[src/rtl/vc_fifo_pkg.sv]
// vc_fifo_pkg: default parameters and width derivation shared by the virtual-channel FIFO.
package vc_fifo_pkg;
    localparam int DEF_DATA_W       = 8;
    localparam int DEF_FIFO_DEPTH_W = 2;
    localparam int DEF_VC_NUM       = 2;
    function automatic int vc_w(input int n);
        return (n > 1) ? $clog2(n) : 1;
    endfunction
    function automatic int cnt_w(input int depth_w);
        return depth_w + 1;
    endfunction
endpackage

[src/rtl/vc_fifo_ch.sv]
// vc_fifo_ch: one virtual channel -- storage, wrap-bit pointers, occupancy, status and sticky error flags.
module vc_fifo_ch
    import vc_fifo_pkg::*;
#(
    parameter int DATA_W       = DEF_DATA_W,
    parameter int FIFO_DEPTH_W = DEF_FIFO_DEPTH_W,
    parameter int AFULL_TH     = (2 ** FIFO_DEPTH_W) - 1
) (
    input  logic                    clk_i,
    input  logic                    rst_ni,
    input  logic                    wr_i,
    input  logic                    rd_i,
    input  logic                    err_clr_i,
    input  logic [DATA_W-1:0]       data_i,
    output logic [DATA_W-1:0]       data_o,
    output logic                    rd_acc_o,
    output logic                    full_o,
    output logic                    empty_o,
    output logic                    afull_o,
    output logic [FIFO_DEPTH_W:0]   count_o,
    output logic                    overflow_o,
    output logic                    underflow_o
);
    localparam int DEPTH = 2 ** FIFO_DEPTH_W;
    logic [FIFO_DEPTH_W:0] wr_ptr_q, wr_ptr_d, rd_ptr_q, rd_ptr_d;
    logic [DATA_W-1:0]     mem_q [DEPTH];
    logic                  wr_acc, ovf_q, ovf_d, udf_q, udf_d;
    assign empty_o  = wr_ptr_q == rd_ptr_q;
    assign full_o   = (wr_ptr_q[FIFO_DEPTH_W] != rd_ptr_q[FIFO_DEPTH_W]) &&
                      (wr_ptr_q[FIFO_DEPTH_W-1:0] == rd_ptr_q[FIFO_DEPTH_W-1:0]);
    assign count_o  = wr_ptr_q - rd_ptr_q;
    assign afull_o  = int'(count_o) >= AFULL_TH;
    assign data_o   = mem_q[rd_ptr_q[FIFO_DEPTH_W-1:0]];
    assign overflow_o  = ovf_q;
    assign underflow_o = udf_q;
    // Acceptance: a full channel still takes a write when the same cycle frees a slot; no write-to-read bypass.
    always_comb begin
        rd_acc_o = rd_i & ~empty_o;
        wr_acc   = wr_i & (~full_o | rd_acc_o);
        wr_ptr_d = wr_ptr_q + {{FIFO_DEPTH_W{1'b0}}, wr_acc};
        rd_ptr_d = rd_ptr_q + {{FIFO_DEPTH_W{1'b0}}, rd_acc_o};
        ovf_d    = (wr_i & ~wr_acc) | (ovf_q & ~err_clr_i);
        udf_d    = (rd_i & ~rd_acc_o) | (udf_q & ~err_clr_i);
    end
    // Pointer and sticky flag state; reset empties the channel without touching storage.
    always_ff @(posedge clk_i or negedge rst_ni) begin
        if (!rst_ni) begin
            wr_ptr_q <= '0;
            rd_ptr_q <= '0;
            ovf_q    <= 1'b0;
            udf_q    <= 1'b0;
        end else begin
            wr_ptr_q <= wr_ptr_d;
            rd_ptr_q <= rd_ptr_d;
            ovf_q    <= ovf_d;
            udf_q    <= udf_d;
        end
    end
    // Flit storage, written at the slot addressed by the low write-pointer bits.
    always_ff @(posedge clk_i) begin
        if (wr_acc) mem_q[wr_ptr_q[FIFO_DEPTH_W-1:0]] <= data_i;
    end
endmodule

[src/rtl/vc_fifo.sv]
// vc_fifo: multi-VC flit FIFO with index decode, registered read port, credit return and error reporting.
module vc_fifo
    import vc_fifo_pkg::*;
#(
    parameter int DATA_W       = DEF_DATA_W,
    parameter int FIFO_DEPTH_W = DEF_FIFO_DEPTH_W,
    parameter int VC_NUM       = DEF_VC_NUM,
    parameter int AFULL_TH     = (2 ** FIFO_DEPTH_W) - 1,
    parameter int ID           = 0,
    localparam int VC_W        = vc_w(VC_NUM),
    localparam int CNT_W       = cnt_w(FIFO_DEPTH_W)
) (
    input  logic                    clk_i,
    input  logic                    rst_ni,
    input  logic                    wr_en_i,
    input  logic [VC_W-1:0]         wr_vc_i,
    input  logic [DATA_W-1:0]       data_i,
    input  logic                    rd_en_i,
    input  logic [VC_W-1:0]         rd_vc_i,
    input  logic                    err_clr_i,
    output logic [DATA_W-1:0]       data_o,
    output logic                    valid_o,
    output logic [VC_NUM-1:0]       full_o,
    output logic [VC_NUM-1:0]       empty_o,
    output logic [VC_NUM-1:0]       afull_o,
    output logic [VC_NUM*CNT_W-1:0] count_o,
    output logic [VC_NUM-1:0]       credit_o,
    output logic [VC_NUM-1:0]       overflow_o,
    output logic [VC_NUM-1:0]       underflow_o,
    output logic                    bad_vc_o
);
    if (VC_NUM < 2 || VC_NUM > 16) begin : g_bad_cfg
        $error("vc_fifo %0d: VC_NUM=%0d outside 2..16", ID, VC_NUM);
    end
    logic [VC_NUM-1:0] wr_oh, rd_oh, rd_acc, credit_q;
    logic [DATA_W-1:0] head [VC_NUM];
    logic [DATA_W-1:0] rd_data, data_q, data_d;
    logic              valid_q, bad_q, bad_d;
    // Shifting past the vector width yields zero, so an out-of-range index selects no channel.
    assign wr_oh = VC_NUM'(1) << wr_vc_i;
    assign rd_oh = VC_NUM'(1) << rd_vc_i;
    for (genvar v = 0; v < VC_NUM; v++) begin : g_ch
        vc_fifo_ch #(
            .DATA_W       (DATA_W),
            .FIFO_DEPTH_W (FIFO_DEPTH_W),
            .AFULL_TH     (AFULL_TH)
        ) u_ch (
            .clk_i       (clk_i),
            .rst_ni      (rst_ni),
            .wr_i        (wr_en_i & wr_oh[v]),
            .rd_i        (rd_en_i & rd_oh[v]),
            .err_clr_i   (err_clr_i),
            .data_i      (data_i),
            .data_o      (head[v]),
            .rd_acc_o    (rd_acc[v]),
            .full_o      (full_o[v]),
            .empty_o     (empty_o[v]),
            .afull_o     (afull_o[v]),
            .count_o     (count_o[v*CNT_W +: CNT_W]),
            .overflow_o  (overflow_o[v]),
            .underflow_o (underflow_o[v])
        );
    end
    // Read mux over the one-hot accepted-read vector, plus next-state of the output and bad-index flag.
    always_comb begin
        rd_data = '0;
        for (int v = 0; v < VC_NUM; v++) rd_data = rd_data | (rd_acc[v] ? head[v] : '0);
        data_d = |rd_acc ? rd_data : data_q;
        bad_d  = (wr_en_i & ~|wr_oh) | (rd_en_i & ~|rd_oh) | (bad_q & ~err_clr_i);
    end
    // Registered read port, credit pulses and sticky bad-index flag.
    always_ff @(posedge clk_i or negedge rst_ni) begin
        if (!rst_ni) begin
            data_q   <= '0;
            valid_q  <= 1'b0;
            credit_q <= '0;
            bad_q    <= 1'b0;
        end else begin
            data_q   <= data_d;
            valid_q  <= |rd_acc;
            credit_q <= rd_acc;
            bad_q    <= bad_d;
        end
    end
    assign data_o   = data_q;
    assign valid_o  = valid_q;
    assign credit_o = credit_q;
    assign bad_vc_o = bad_q;
endmodule

[config.mk]
export PLATFORM = sky130hd
export DESIGN_NAME = vc_fifo
export DESIGN_NICKNAME = d
export VERILOG_FILES = /design/src/rtl/vc_fifo_pkg.sv /design/src/rtl/vc_fifo_ch.sv /design/src/rtl/vc_fifo.sv
export SDC_FILE = /design/constraint.sdc
export NUM_CORES = 1
export LEC_CHECK = 0
export BUFFER_PORTS_ARGS = -buffer_cell sky130_fd_sc_hd__buf_2
export CORE_UTILIZATION = 40
export DETAILED_ROUTE_END_ITERATION = 16
export PLACE_DENSITY = 0.64
export SLEW_MARGIN = 20
export SYNTH_ARGS = -nofsm -noshare
export SYNTH_HDL_FRONTEND = slang
export SYNTH_SLANG_ARGS = --single-unit
[constraint.sdc]
create_clock -name clk_i -period 3.3 [get_ports clk_i]
set_input_delay 0.165 -clock clk_i [delete_from_list [all_inputs] [get_ports clk_i]]
set_output_delay 0.165 -clock clk_i [all_outputs]
set_load 0.05 [all_outputs]
## Yosys cells after proc, flatten, opt, wreduce, memory -nomap -nowiden

Memory sizes are Yosys's and may differ from the RTL's.
Index checks and enable logic that the tools add are counted.

- Output and inout bits: 28
- Register bits: 28
- Input bits: 15
- Bits in latches: 0
- Bits in read-only memories: 0
- Logic and storage cells: 80
- RAM bits: 64
- Memories: 2

Memory list:

| memory | depth | width | rd ports | clocked after Yosys merged registers in | wr ports | RTL line | text |
|---|---|---|---|---|---|---|---|
| g_ch[0].u_ch.mem_q | 4 | 8 | 1 | 0 | 1 | vc_fifo_ch.sv:26 | `logic [DATA_W-1:0] mem_q [DEPTH];` |
| g_ch[1].u_ch.mem_q | 4 | 8 | 1 | 0 | 1 | vc_fifo_ch.sv:26 |  |

- Bitwise gates (word level): 37
- $mul: 0
- Magnitude comparators: 2
- Shift operators: 2
- Div/mod/pow operators: 0
- Eq/ne operators: 6
- $add $sub $neg: 6
- Reduce and logical (&&, ||, !) cells: 7
- Mux-type cells: 6

Operators with widths:

| operator | number |
|---|---|
| 1-bit bitwise AND | 19 |
| 8-bit 2-to-1 mux | 2 |
| 3-bit by 1-bit adder with 3-bit output | 4 |
| 1-bit NOT | 9 |
| 1-bit OR | 8 |
| 8-bit OR | 1 |
| 3-bit == test | 2 |
| 3-bit by 2-bit >= comparator with 1-bit output (second input constant) | 2 |
| 2-bit OR reduction | 3 |
| 3-bit subtractor | 2 |
| 2-bit == test | 2 |
| 1-bit 2-to-1 mux | 4 |
| 1-bit by 1-bit left shift with 2-bit output (first input constant) | 2 |
| 1-bit logical AND | 2 |
| 1-bit zero test | 2 |
| 1-bit inequality test | 2 |

## Depth between registers and ports, before layout

Gate-level depths: netlist (run 1).

- Word-level depth: 8
- Gate-level depth with buffers: 9
- Gate-level depth less buffers: 8

## By module

Synthesis (run 1) repeated with hierarchy kept, for this count alone.

- Cell total of the unflattened synthesis: 209
- Area, all modules: 3826.2 µm²

By module, submodules not included:

| module | area each (µm²) | seq. area each (µm²) | instances | cells each |
|---|---|---|---|---|
| vc_fifo_ch | 1666.6 | 1161.1 | 2 | 86 |
| vc_fifo | 493.0 | 300.3 | 1 | 37 |

## Worst setup path before layout (run 1)

No wires, ideal clock.

- Kind: reg-to-output
- Start: register g_ch[0].u_ch.rd_ptr_q[1]
- End: output port afull_o[0]
- Data arrival time: 2.407 ns
- Required time: 3.135 ns
- Cell stages (with the launch flop): 7
- Buffers on the path: 2
- Setup slack: 0.728 ns
- Cells stage by stage: dfrtp_1 -> clkbuf_1 -> inv_1 -> fa_1 -> xnor2_1 -> a21o_1 -> buf_4

- Longest elaborated chain between the ends: 2

RTL lines:

| what | RTL line | text |
|---|---|---|
| from (decl) | vc_fifo_ch.sv:25 | `logic [FIFO_DEPTH_W:0] wr_ptr_q, wr_ptr_d, rd_ptr_q, rd_ptr_d;` |
| from (signal assigned) | vc_fifo_ch.sv:54 | `rd_ptr_q <= rd_ptr_d;` |
| 3-bit subtractor | vc_fifo_ch.sv:31 | `assign count_o = wr_ptr_q - rd_ptr_q;` |
| net count_o[2] | vc_fifo.sv:26 | `output logic [VC_NUM*CNT_W-1:0] count_o,` |
| 3-bit by 2-bit >= comparator with 1-bit output | vc_fifo_ch.sv:32 | `assign afull_o = int'(count_o) >= AFULL_TH;` |
| to (decl) | vc_fifo.sv:25 | `output logic [VC_NUM-1:0] afull_o,` |

The timed path passes the listed nets, and every way through them passes these cells.

## Worst setup path in the final report (run 1)

- Start: register g_ch[1].u_ch.rd_ptr_q[1]
- End: register g_ch[1].u_ch.wr_ptr_q[2]

- Longest elaborated chain between the ends: 6
- Elaborated cells between the ends (all ways): 9
- Those cells by class: 1 x add/sub; 2 x eq/ne; 5 x bitwise; 1 x reduce/logical

RTL lines:

| what | RTL line | text |
|---|---|---|
| from (decl) | vc_fifo_ch.sv:25 |  |
| from (signal assigned) | vc_fifo_ch.sv:54 |  |
| 3-bit == test or 2-bit == test (tied branches) | vc_fifo_ch.sv:28, vc_fifo_ch.sv:30 |  |
| 1-bit NOT or 1-bit logical AND (tied branches) | vc_fifo_ch.sv:38, vc_fifo_ch.sv:29 |  |
| 1-bit bitwise AND or 1-bit NOT (tied branches) | vc_fifo_ch.sv:38, vc_fifo_ch.sv:39 |  |
| 1-bit OR * | vc_fifo_ch.sv:39 | `wr_acc = wr_i & (~full_o \| rd_acc_o);` |
| 1-bit bitwise AND * | vc_fifo_ch.sv:39 |  |
| 3-bit by 1-bit adder with 3-bit output * | vc_fifo_ch.sv:40 | `wr_ptr_d = wr_ptr_q + {{FIFO_DEPTH_W{1'b0}}, wr_acc};` |
| net g_ch[1].u_ch.wr_ptr_d[2] | vc_fifo_ch.sv:25 |  |
| to (signal assigned) | vc_fifo_ch.sv:53 | `wr_ptr_q <= wr_ptr_d;` |
| to (decl) | vc_fifo_ch.sv:25 |  |

Mark *: on every way through the listed nets, which the timed path passes. The rest lies on a longest branch.
A chain may end at the register's enable or synchronous reset.

==> results.toml, run 1 <==
[clocking]
cts-root-buf = "clkbuf_8"
clockBufferDepth = 2
htreeDepth = 3
cts_tree = "yes"
cts-resized-gates = 0
numCtsBuffers = 9
clkTransAtPathRegs_ps = 90
cts_sinks = 92
cts-hold-fix-buffers = 1
clk_latency_ps = 350
post_cts_buffers = 0

[finish]
drive_gt1_share_pct = 30.4
diodes = 0
area_growth_syn_to_layout_pct = 12.9
instances_no_fill = 402
fillers = 818
mostFrequentLayoutCells = "edfxtp_1 (64), buf_2 (42), dfrtp_1 (28)"
final_common_cell = "edfxtp_1"
layout.nets = 297

[timing]
fmax_mhz = 399
finalCriticalPeriod_ps = 2510
maxSlewHeadroom_pct = 46.1
slew_violations = 0
setup_tns_ps = 0
setup_violations = 0
rsz0062_at_grt = "false"
finalHoldViolCount = 0
timing.clock.skew_ps = 7.95
layout_worst_path_cycle_share_pct = 76.0
worst_slew_pin_slew_ps = 805

[run]
maxCapViolations = 0

[setup_path]
timing.rr.end = "g_ch[1].u_ch.wr_ptr_q[2]"
path_buf_inv = 2
reg2reg_depth = 8
arrival_ps = 2750
critPathMaxStageDelay_ps = 590
rrSetupSlack_ps = 790
critPathSlowestCell = "dfrtp_1"
critPathTopFamily = "adder cells"
worstPathCellList = "inv_1 -> ha_1 -> nand2_1 -> o311ai_4 -> inv_2 -> ha_1 -> ha_1 -> xor2_1"
r2r-start = "g_ch[1].u_ch.rd_ptr_q[1]"
worstPathRequired_ps = 3540
critPathCaptureType = "flip-flop"
worstPathMaxFanout = 13
path_common_cell = "ha_1"
startpoint_type = "flip-flop"
criticalPathCategory = "flip-flop to flip-flop"

[status]
status = "complete, no violations"

[yosys]
syn_avg_cell_area_sq_um = 16.9
yosys-top-cells-area = "edfxtp_1 (49%), dfrtp_1 (18%), mux4_2 (9.2%)"
yosys.area.top_type = "edfxtp_1"
syn_area_sq_mm = 0.00390
synth_ff_type = "edfxtp_1"
synth_cells = 231
async_flop_share_pct = 30.4
yosys_warnings = 0
yosysTopAreaCellShare_pct = 49.3
synth_edf_count = 64
ys_types = 33
seq_area_frac_synth_pct = 67.3
synthesis.nets = 260
synth-seq-cells = 92

[drt]
routed-wl-met2_microns = 3270
wl_per_cell_microns = 17.2
drc = 0
via_per_inst = 5.09
first_pass_iters = 6
vias = 2048
highest_layer = "met4"
wl_met3_microns = 215
drt_iter0_markers = 137
ant_nets = 0
wl_met1_microns = 3360
wirelength_microns = 6930

[floorplanning]
pin_count = 43
rows = 35
die_area_sq_mm = 0.0101
core_sq_mm = 0.00933
start_util_pct = 41.8
die_h_microns = 101
die_x_microns = 101

[place]
dp_cells = 385
port_buffers = 42
dp_hpwl_microns = 5010
gp_congestion = 0.754

[global_route]
antenna_found_initial = 0
grt_pass1_vias = 2059
grt_max_degree = 29
track_usage_pct = 15.1
grt_pass1_wl_microns = 11200
grt-ovfl-total = 0

[hold_path]
min_from = "err_clr_i"
holdPathEnd = "bad_vc_o"
min_path_type = "input pin to flip-flop"
min_path_cells = 2
-- through the flow --
stage	setup slack, ps	util (%)	hold slack [ps]	instance area [sq um]
global placement	856	44.8	236	4180
detailed placement	822	44.8	236	4180
CTS	786	47.2	18.8	4400
global route	626	47.2	27.2	4400
floorplan	728	-	-131	3900
finish	793	47.2	31.3	4400
-- kinds of logic (layout without fill, tap and decap cells) --
logic type,Yosys count,count (layout),synth area share [%]
AO/OA/AOI/OAI,34,34,7.77
XOR/XNOR,9,9,2.41
adder cells (fa/ha/maj),14,14,4.88
AND/OR/NAND/NOR,24,24,3.27
flip-flops,92,92,67.3
buffers and inverters,42,84,5.14
multiplexers,16,16,9.25
-- final cells by class --
type | count | area, sq um | area share (%)
clock buffer | 9 | 124 | 2.81
clock inverter | 7 | 90.1 | 2.05
inverter | 21 | 78.8 | 1.79
multi-input combinational | 97 | 1070 | 24.4
sequential | 92 | 2620 | 59.6
tap | 129 | 161 | 3.67
timing repair buffer | 47 | 250 | 5.69
-- Yosys cell counts, drive strengths merged, types with 4 or more instances --
library cell / instances
edfxtp: 64
dfrtp: 28
inv: 21
mux4: 16
o211ai: 16
buf: 14
ha: 12
o311ai: 9
clkbuf: 7
xor2: 6
and3: 4
nand2: 4
nor3: 4
-- metal layers --
metal  vias to the layer above  GRT usage [%]
met2                        46           23.9
met4                         0           4.68
met3                        10           3.61
li1                        944              -
met1                      1048           20.9
met5                         -              0
-- sequential cells by signal (all words and copies together) (netlist names), 2 cells and up --
register / flops
g_ch.u_ch.overflow_o: 2
g_ch.u_ch.rd_ptr_q: 6
g_ch.u_ch.mem_q: 64
g_ch.u_ch.wr_ptr_q: 6
g_ch.u_ch.underflow_o: 2
data_o: 8
credit_o: 2
-- worst max-delay path by stage --
stage                             startpoint                       end  cells after the start  slack (ps)
global route        g_ch[1].u_ch.rd_ptr_q[1]  g_ch[1].u_ch.wr_ptr_q[2]                      8         630
detailed placement  g_ch[1].u_ch.rd_ptr_q[1]  g_ch[1].u_ch.wr_ptr_q[2]                      8         820
finish              g_ch[1].u_ch.rd_ptr_q[1]  g_ch[1].u_ch.wr_ptr_q[2]                      8         790
floorplan           g_ch[0].u_ch.rd_ptr_q[1]                afull_o[0]                      6         730
global placement    g_ch[1].u_ch.rd_ptr_q[1]  g_ch[1].u_ch.wr_ptr_q[2]                      8         860
CTS                 g_ch[1].u_ch.rd_ptr_q[1]  g_ch[1].u_ch.wr_ptr_q[2]                      8         790
Power of run 1 is left out: the tool's default activity adds up to more than one toggle a clock period on the data nets, which glitch-free logic cannot reach.
==> run 2, diff against run 1 <==
ABC_AREA = 1   (was not set)
PLACE_DENSITY = 0.66   (was 0.64)
clock period = 2.2 ns   (was 3.3 ns; I/O delays follow)
==> run 2 against run 1 <==
Final cell count up 49%. Clock-buffer cell count up 2. Global-route usage up 0.54 points. Via count up 32%. Critical path depth down 1. First-iteration DRC count down 11%. Critical path type is now flip-flop to output port.
==> results.toml, run 2 <==
[timing]
worst_slew_pin_slew_ps = 646
setup_violations = 0
timing.clock.skew_ps = 11.4
setup_tns_ps = 0
maxSlewHeadroom_pct = 56.9
rsz0062_at_grt = "false"
layout_worst_path_cycle_share_pct = 95.1
finalHoldViolCount = 0
slew_violations = 0
finalCriticalPeriod_ps = 2090
fmax_mhz = 478

[floorplanning]
die_h_microns = 104
pin_count = 43
core_sq_mm = 0.00995
rows = 36
start_util_pct = 42.0
die_x_microns = 104
die_area_sq_mm = 0.0109

[drt]
via_per_inst = 4.53
ant_nets = 0
drt_iter0_markers = 122
first_pass_iters = 4
wl_met1_microns = 3750
wirelength_microns = 7830
wl_per_cell_microns = 13.1
drc = 0
highest_layer = "met4"
wl_met3_microns = 341
routed-wl-met2_microns = 3640
vias = 2708

[setup_path]
rrSetupSlack_ps = 200
timing.rr.end = "g_ch[0].u_ch.rd_ptr_q[2]"
critPathCaptureType = "output port"
cp-endpoint = "afull_o[0]"
arrival_ps = 1980
reg2reg_depth = 11
startpoint_type = "flip-flop"
criticalPathCategory = "flip-flop to output port"
r2r-start = "g_ch[0].u_ch.wr_ptr_q[0]"
startpoint = "g_ch[0].u_ch.rd_ptr_q[1]"
worstPathMaxFanout = 16
worstPathRequired_ps = 2090

[yosys]
synth_common_cells = "nand2_1 (112), inv_1 (65), edfxtp_1 (64)"
syn_avg_cell_area_sq_um = 10.3
seq_area_frac_synth_pct = 62.7
synth_edf_count = 64
synth_cells = 407
syn_area_sq_mm = 0.00418
async_flop_share_pct = 30.4
synth-seq-cells = 92
yosysTopAreaCellShare_pct = 46.0
yosysMostFrequentCell = "nand2_1"
yosys-top-cells-area = "edfxtp_1 (46%), dfrtp_1 (17%), nand2_1 (10%)"
synth_ff_type = "edfxtp_1"
ys_types = 23
yosys_warnings = 0
synthesis.nets = 436
yosys.area.top_type = "edfxtp_1"

[run]
maxCapViolations = 0

[clocking]
numCtsBuffers = 9
clkTransAtPathRegs_ps = 80
cts_sinks = 92
cts_tree = "yes"
clk_latency_ps = 360
htreeDepth = 3
clockBufferDepth = 2
cts-root-buf = "clkbuf_8"

[finish]
layout.nets = 489
instances_no_fill = 598
final_common_cell = "nand2_1"
area_growth_syn_to_layout_pct = 14.9
largest_reg_flops = 64
diodes = 0
drive_gt1_share_pct = 20.2
mostFrequentLayoutCells = "nand2_1 (112), inv_1 (65), edfxtp_1 (64)"

[global_route]
antenna_found_initial = 0
track_usage_pct = 15.7
grt_max_degree = 34
grt_pass1_vias = 2720
grt_pass1_wl_microns = 13000
grt-ovfl-total = 0

[hold_path]
min_path_type = "input pin to flip-flop"
min_from = "data_i[1]"

[status]
status = "complete, no violations"

[place]
port_buffers = 42
dp_hpwl_microns = 5510
gp_congestion = 0.767
dp_cells = 578
[run 2: cell types whose count changed in the layout (fill, tap and decap cells not counted), moves of 4 or more]
| cell | before | now |
|---|---|---|
| nor3_1 | 4 | 0 |
| or2_2 | 0 | 7 |
| o211ai_1 | 16 | 0 |
| or2_0 | 0 | 9 |
| nor2_1 | 3 | 26 |
| o311ai_1 | 8 | 0 |
| buf_4 | 4 | 18 |
| and3_1 | 4 | 0 |
| nand3_1 | 0 | 41 |
| inv_1 | 19 | 65 |
| mux4_2 | 16 | 0 |
| nand2_1 | 4 | 112 |
[run 2: cell families after synthesis]
family                     share of synthesized area, %
and+or+nand+nor                                    21.2
adders and majority gates                          4.55
xor gates and xnor gates                           1.26
AOI/OAI and AO/OA                                 0.958
buffers and inverters                              9.31
DFF                                                62.7
[run 2: repair_timing]
item,in CTS,in global routing
buffers inserted,0,2
hold buffers,2,0
endpoints found under the setup margin,0,2
gates resized for setup,0,4
hold endpoints to repair,29,0
[run 2: how the worst min path moves through the flow]
stage	slack [ps]	depth (start not counted)	end
floorplan	-190	0	bad_vc_o
global placement	170	1	g_ch[0].u_ch.wr_ptr_q[2]
detailed placement	180	1	g_ch[0].u_ch.underflow_o
CTS	20	1	g_ch[0].u_ch.mem_q[2][0]
global route	20	1	g_ch[0].u_ch.mem_q[2][5]
finish	40	1	g_ch[0].u_ch.mem_q[0][1]
[run 2: stage by stage]
stage          utilization, %  instance area, sq um  worst slack, ps  hold slack [ps]
2_1_floorplan               -                  4200             60.3             -186
5_1_grt                  48.3                  4810             17.2             22.6
3_3_place_gp             45.7                  4550              299              174
6_report                 48.3                  4810              108             39.2
3_5_place_dp             45.7                  4550              210              182
4_1_cts                  48.1                  4790             29.7             23.3
[run 2: layout make-up]
| class | count | area, sq um |
|---|---|---|
| fill | 924 | 5150 |
| sequential | 92 | 2620 |
| multi-input combinational | 228 | 1180 |
| timing repair buffer | 60 | 355 |
| inverter | 69 | 259 |
| tap | 133 | 166 |
| clock buffer | 11 | 131 |
| clock inverter | 5 | 86.3 |
[run 2: layer usage]
metal	global-route usage (%)	up-vias
met5	0	-
met4	5.41	0
met3	4.20	8
met2	25.6	58
met1	20.1	1277
li1	-	1365
[run 2: worst max-delay path: stages (launching register included)]
cell	delay, ps
dfrtp_1	380
inv_1	70
buf_4	210
fa_1	480
xor2_2	180
inv_1	60
nand2_1	50
buf_4	190
Power of run 2 is left out for the same reason.
==> run 3, diff against run 2 <==
CELL_PAD_IN_SITES_DETAIL_PLACEMENT = 1   (was not set)
CELL_PAD_IN_SITES_GLOBAL_PLACEMENT = 2   (was not set)
CORE_UTILIZATION = 34   (was 40)
PLACE_DENSITY = 0.81   (was 0.66)
==> run 3 against run 2 <==
Fmax is 1.2% higher. Largest cell class unchanged. Worst hold slack gained 15 ps. Die area is 17% higher. Non-clock buffer count is 1 lower.
==> results.toml, run 3 (synthesis gave the netlist of run 2 again) <==
[place]
dpl-instance-area_sq_mm = 0.00457
dp_cells = 592
port_buffers = 42
dp_hpwl_microns = 6590
gp_congestion = 0.739

[timing]
finalCriticalPeriod_ps = 2070
setup_violations = 0
timing.clock.skew_ps = 7.15
setup_tns_ps = 0
fmax_mhz = 484
rsz0062_at_grt = "false"
layout_worst_path_cycle_share_pct = 94.0
slew_violations = 0
finalHoldViolCount = 0
worst_slew_pin_slew_ps = 707
maxSlewHeadroom_pct = 52.8

[floorplanning]
pin_count = 43
die_x_microns = 113
core_sq_mm = 0.0120
die_area_sq_mm = 0.0127
start_util_pct = 34.8
rows = 40
die_h_microns = 113

[drt]
wl_per_cell_microns = 15.3
drt_iter0_markers = 110
wirelength_microns = 9330
drc = 0
vias = 2768
via_per_inst = 4.53
first_pass_iters = 4
ant_nets = 0

[finish]
final_common_cell = "nand2_1"
mostFrequentLayoutCells = "nand2_1 (112), inv_1 (65), edfxtp_1 (64)"
area_growth_syn_to_layout_pct = 18.3
fillers = 1343
largest_reg_flops = 64
drive_gt1_share_pct = 20.3
stdcell_area_sq_mm = 0.00494
instances_no_fill = 611
diodes = 0
layout.nets = 488

[hold_path]
holdPathEnd = "g_ch[1].u_ch.overflow_o"
min_from = "wr_vc_i"
min_path_type = "input pin to flip-flop"
min_path_cells = 3

[clocking]
cts_tree = "yes"
cts-root-buf = "clkbuf_16"
clk_latency_ps = 350
numCtsBuffers = 9
htreeDepth = 3
cts_sinks = 92
clkTransAtPathRegs_ps = 60
clockBufferDepth = 2

[setup_path]
worstPathRequired_ps = 2090
reg2reg_depth = 12
critPathTopFamily = "adder cells"
worstPathCellList = "inv_1 -> ha_1 -> inv_1 -> fa_1 -> xor2_2 -> inv_1 -> nand2_1 -> buf_4"
criticalPathCategory = "flip-flop to output port"
timing.rr.end = "g_ch[0].u_ch.wr_ptr_q[2]"
r2r-start = "g_ch[0].u_ch.wr_ptr_q[0]"
critPathSlowestCell = "fa_1"
arrival_ps = 1960
critPathCaptureType = "output port"
startpoint_type = "flip-flop"
rrSetupSlack_ps = 180
critPathMaxStageDelay_ps = 410
path_common_cell = "inv_1"
path_buf_inv = 4
worstPathMaxFanout = 3

[global_route]
grt_max_degree = 34
grt_pass1_wl_microns = 14800
grt_pass1_vias = 2838
grt-ovfl-total = 0
track_usage_pct = 15.9
antenna_found_initial = 0

[status]
status = "complete, no violations"

[run]
maxCapViolations = 0
## run 3: layer usage
layer,vias up,track usage [%],wire length [microns]
li1,1363,-,-
met1,1345,19.6,4240
met2,48,26.8,4630
met3,12,4.71,312
met4,0,5.09,143
met5,-,0,0
## run 3: worst min-delay path: cells and delay by family
family | cells | cell delay [ps]
AND/OR/NAND/NOR | 1 | 70
buffers and inverters | 1 | 110
AO/OA/AOI/OAI | 1 | 70
## run 3: worst max-delay path by stage
| stage | end | start | cells after the start | slack [ps] |
|---|---|---|---|---|
| 5_1_grt | g_ch[0].u_ch.wr_ptr_q[2] | g_ch[0].u_ch.wr_ptr_q[0] | 12 | 4 |
| 6_report | afull_o[0] | g_ch[0].u_ch.wr_ptr_q[0] | 8 | 130 |
| 3_5_place_dp | g_ch[0].u_ch.wr_ptr_q[2] | g_ch[0].u_ch.wr_ptr_q[0] | 12 | 150 |
| 3_3_place_gp | g_ch[0].u_ch.wr_ptr_q[2] | g_ch[0].u_ch.wr_ptr_q[0] | 12 | 250 |
| 2_1_floorplan | g_ch[0].u_ch.mem_q[0][0] | g_ch[0].u_ch.rd_ptr_q[1] | 10 | 60 |
| 4_1_cts | afull_o[0] | g_ch[0].u_ch.wr_ptr_q[0] | 8 | 30 |
## run 3: area by class of cell
cell class	count	area [sq um]	area share (%)
clock buffers	10	229	4.63
clock inverters	6	113	2.28
inverters	69	259	5.24
multi-input cells	228	1190	24.1
flip-flops and latches	92	2620	53.0
well taps	147	184	3.72
repair buffers	59	348	7.03
## run 3: stage by stage
| step | hold WS, ps | setup slack, ps | util, % |
|---|---|---|---|
| floorplan | -186 | 60.3 | - |
| global placement | 185 | 247 | 38.0 |
| detailed placement | 188 | 146 | 38.0 |
| CTS | 42.3 | 29.7 | 41.0 |
| global route | 53.3 | 4.36 | 41.2 |
| finish | 54.4 | 133 | 41.2 |
## run 3: repair_timing
action                                  in CTS  in global routing
hold endpoints to repair                    29                  0
resized for setup                            0                  5
endpoints found under the setup margin       0                  4
hold buffers                                 2                  0
setup buffers                                0                  1
Power of run 3 is left out for the same reason.
